[config.mk]
export PLATFORM = sky130hd
export DESIGN_NAME = core_seq_ctrl
export DESIGN_NICKNAME = d
export VERILOG_FILES = /design/src/rtl/core_seq_ctrl.sv
export SDC_FILE = /design/constraint.sdc
export NUM_CORES = 1
export LEC_CHECK = 0
export ABC_AREA = 1
export BUFFER_PORTS_ARGS = -buffer_cell sky130_fd_sc_hd__buf_4
export CAP_MARGIN = 20
export CORE_MARGIN = 2
export CORE_UTILIZATION = 50
export CTS_BUF_LIST = sky130_fd_sc_hd__clkbuf_16
export DETAILED_ROUTE_END_ITERATION = 16
export GPL_ROUTABILITY_DRIVEN = 0
export GPL_TIMING_DRIVEN = 1
export PLACE_DENSITY = 0.86
export SYNTH_ARGS = -nofsm -noshare
export SYNTH_HDL_FRONTEND = slang
export SYNTH_SLANG_ARGS = --single-unit
[constraint.sdc]
create_clock -name clk -period 4.75 [get_ports clk]
set_clock_uncertainty 0.1 [all_clocks]
set_input_delay 1.425 -clock clk [delete_from_list [all_inputs] [get_ports clk]]
set_output_delay 1.425 -clock clk [all_outputs]
set_load 0.05 [all_outputs]
[src/rtl/core_seq_ctrl.sv]
// Multi-cycle fetch/execute/writeback sequencer for the NPC core; halts on ebreak.
// Optional PERF_CNT_EN macro adds perf_cycle / perf_instret counters.
module core_seq_ctrl #(
    parameter int                ADDR_W   = 32,
    parameter int                INST_W   = 32,
    parameter logic [ADDR_W-1:0] RESET_PC = 'h8000_0000
) (
    input  logic              clk,
    input  logic              rst,
    output logic              if_req_valid,
    input  logic              if_req_ready,
    output logic [ADDR_W-1:0] if_req_addr,
    input  logic              if_resp_valid,
    input  logic [INST_W-1:0] if_resp_inst,
    output logic [INST_W-1:0] inst,
    output logic [ADDR_W-1:0] pc,
    input  logic              dec_is_ebreak,
    output logic              ex_en,
    output logic              rf_wen,
    output logic              halt,
    input  logic [31:0]       halt_code,
    output logic              halt_good
`ifdef PERF_CNT_EN
    ,
    output logic [63:0]       perf_cycle,
    output logic [63:0]       perf_instret
`endif
);

    typedef enum logic [2:0] {
        IDLE  = 3'd0,
        FETCH = 3'd1,
        WAIT  = 3'd2,
        EXEC  = 3'd3,
        WB    = 3'd4,
        HALT  = 3'd5
    } state_t;

    state_t state_q, state_d;

    always_ff @(posedge clk or posedge rst) begin
        if (rst) state_q <= IDLE;
        else     state_q <= state_d;
    end

    always_comb begin
        state_d      = state_q;
        if_req_valid = 1'b0;
        ex_en        = 1'b0;
        rf_wen       = 1'b0;
        halt         = 1'b0;
        case (state_q)
            IDLE:  state_d = FETCH;
            FETCH: begin
                if_req_valid = 1'b1;
                if (if_req_ready) state_d = WAIT;
            end
            // a response only counts once the request has been accepted
            WAIT:  if (if_resp_valid) state_d = EXEC;
            EXEC: begin
                ex_en   = 1'b1;
                state_d = dec_is_ebreak ? HALT : WB;
            end
            WB: begin
                rf_wen  = 1'b1;
                state_d = FETCH;
            end
            HALT:  halt = 1'b1;
            default: state_d = IDLE;
        endcase
    end

    assign if_req_addr = pc;

    always_ff @(posedge clk or posedge rst) begin
        if (rst) begin
            pc        <= RESET_PC;
            inst      <= '0;
            halt_good <= 1'b0;
        end else begin
            if (state_q == WAIT && if_resp_valid) inst <= if_resp_inst;
            if (state_q == WB) pc <= pc + ADDR_W'(4);
            if (state_q == EXEC && dec_is_ebreak) halt_good <= (halt_code == 32'd0);
        end
    end

`ifdef PERF_CNT_EN
    always_ff @(posedge clk or posedge rst) begin
        if (rst) begin
            perf_cycle   <= '0;
            perf_instret <= '0;
        end else begin
            if (state_q != IDLE && state_q != HALT) perf_cycle <= perf_cycle + 64'd1;
            if (state_q == WB) perf_instret <= perf_instret + 64'd1;
        end
    end
`endif

endmodule
==> out/metrics.yaml <==
floorplan:
  fp.coreArea_um2: 6719
  dieWidth_um: 86.96
  die_h_um: 86.96
  start_util_pct: 51.21
  io-pin-count: 170
  rows: 30
  die_area_um2: 7561
power_and_ir_drop:
  seq_power_share_pct: 30.3
  combPwrFrac_pct: 46.4
  p_per_area_nw_per_um2: 577.8
  switching_power_w: 0.001238
  clockPowerShare_pct: 23.3
  swShare_pct: 44.44
  internal_power_w: 0.001549
  max-vdd-ir-drop_v: 0.0002888
  power_w: 0.002787
  p_leak_nw: 2.480
synthesis:
  synth_area_leader_cell: "dfrtp_1"
  synth_most_common_cell: "nand2_1"
  async_flop_share_pct: 100.0
  synth_edf_count: 0
  avgSynthCellArea_um2: 8.984
  netlist_top_cells_area: "dfrtp_1 (47%), nand2_1 (9.7%), mux2_2 (9.2%)"
  synth.distinct_cells: 26
  syn_inst: 383
  syn_area_um2: 3441
  synth_top_area_share_pct: 47.27
  ys_warn_count: 0
  synth_commonest_cells: "nand2_1 (89), dfrtp_1 (65), nor2_1 (56), inv_1 (36), buf_4 (34)"
  synth_flop_cell: "dfrtp_1"
  ys_seq_area_share_pct: 48.04
  ys_seq_elements: 66
timing:
  fmax_mhz: 337.0
  slew_headroom_pct: 44.08
  postLayoutSetupSlackWorst_ns: 1.783
  worstMarginPinSlew_ns: 0.8376
  period_needed_ns: 2.967
  period_share_pct: 62.46
  setup_viol: 0
  drv_slew: 0
  tns_ns: 0
  rsz0062_at_grt: "false"
  final_hold_viol_count: 0
  whs_ns: 0.3956
clock_network:
  htreeDepth: 3
  clk-insertion-delay-late_ns: 0.32
  cts_resized: 0
  cts_hold_buf: 0
  clock_path_buffers: 2
  cts_num_sinks: 66
  cts_tree: "built"
  clk_pin_slew_worst_paths_ns: 0.05
  cts_root_buf: "clkbuf_16"
  post_cts_buffers: 0
  numCtsBuffers: 9
place:
  port_buffers: 165
  pre_cts_ws_ns: 1.816
  dp_cells: 595
  hpwl_um: 6560
worst_setup_path:
  start_kind: "register"
  r2r-end: "inst[20]"
  critical-path-max-stage-delay_ns: 0.46
  r2r_setup_slack_ns: 2.67
  crit_path_end: "if_req_valid"
  cp_data_arrival_time_ns: 1.44
  path_cells: "nor2_1 -> inv_1 -> nor2_1 -> buf_4"
  crit_path_end_kind: "output port"
  critical_path_depth: 4
  cp_common_cell: "nor2_1"
  required_ns: 3.22
  critical_path_class: "register to output port"
  worst-path-buf-inv: 2
  critical_path.max_fanout: 7
  critPathTopFamily: "flip-flops"
  cpMaxStageDelayCell: "dfrtp_1"
  reg2regPathDepth: 3
  r2r-start: "state_q[2]"
  crit_start: "state_q[1]"
drt:
  drt_iter0_markers: 159
  drt_pass1_iterations: 4
  avgViaCountPerCell: 4.841
  ant_nets: 0
  vias: 2958
  wl_per_cell_um: 13.83
  wl_um: 8452
  route.detailed.drc: 0
global_route:
  track_usage_pct: 22.20
  grt_pass1_wl_um: 12970
  grt_overflow: 0
  antenna_found_initial: 0
  grt_max_degree: 41
  grt_pass1_vias: 2844
finish:
  synthToLayoutAreaGrowth_pct: 40.18
  layout.nets: 596
  n_antenna_cell: 0
  drive_above_1_share_pct: 42.18
  post_layout_nonfiller_instances: 611
flow_run:
  max_cap_viol_count: 0
worst_hold_path:
  hold_path.class: "register to register"
  hold_depth: 2
outcome:
  status: "finished clean"
worst min-delay path by stage:
stage	startpoint	end	slack, ns
after CTS	if_req_addr[31]	if_req_addr[31]	0.40
final	if_req_addr[31]	if_req_addr[31]	0.40
after detailed placement	inst[19]	inst[19]	0.39
after global placement	inst[20]	inst[20]	0.37
after floorplan	state_q[0]	state_q[2]	0.47
after global routing	inst[19]	inst[19]	0.41
worst reg2reg max path, stage by stage (launching register included):
cell     delay, ns
dfrtp_1       0.43
nor2_2        0.20
nand3_2       0.64
mux2_1        0.59
power by group through the flow:
| stage | sequential (W) | combinational, W | clock (W) |
|---|---|---|---|
| final | 0.000845 | 0.00129 | 0.000648 |
| after global routing | 0.000866 | 0.00135 | 0.000685 |
| after CTS | 0.000845 | 0.00130 | 0.000654 |
| after detailed placement | 0.000854 | 0.00130 | 0 |
| after global placement | 0.000839 | 0.00128 | 0 |
| after floorplan | 0.00137 | 0.000388 | 0 |
registers in the layout, summed over array words and instances, names as in the netlist:
signal / cells
inst: 32
if_req_addr: 30
halt_good: 1
state_q: 3
cell families after synthesis:
logic type	after synthesis	share of synthesized area [%]
AND/OR/NAND/NOR	185	23.53
multiplexers	32	10.47
adder cells (fa/ha/maj)	1	0.3636
XOR/XNOR	19	4.836
buffers and inverters	75	12.00
AO/OA/AOI/OAI	4	0.6545
flip-flops	66	48.04
other	1	0.1090
metal layers:
| layer | GRT usage [%] | wire (um) | vias up |
|---|---|---|---|
| met2 | 40.94 | 4606 | 106 |
| met1 | 25.55 | 3254 | 1396 |
| met5 | 0 | 0 | - |
| met4 | 7.386 | 144 | 0 |
| li1 | - | - | 1446 |
| met3 | 4.265 | 446 | 10 |
per-stage QoR:
step                instance area, um^2  utilization [%]
floorplan                          3452                -
global placement                   4528            67.39
detailed placement                 4528            67.39
CTS                                4823            71.79
global route                       4823            71.79
finish                             4823            71.79
layout make-up:
cell class,instances,area (um^2)
Clock buffer,9,225.2
Clock inverter,7,70.07
Fill cell,523,1896
Inverter,38,142.6
Multi-Input combinational cell,245,1386
Sequential cell,66,1653
Tap cell,80,100.1
Timing Repair Buffer,166,1246
placed cells by master (no fill, tap or decap), drive strengths merged, types with 6 or more instances in the layout:
master,n
xnor2,8
nand2,91
clkbuf,9
dfrtp,65
mux2,32
buf,166
nand4,6
xor2,11
inv,38
nor2,64
nand3,16
Power figures use the tool's default switching activity.
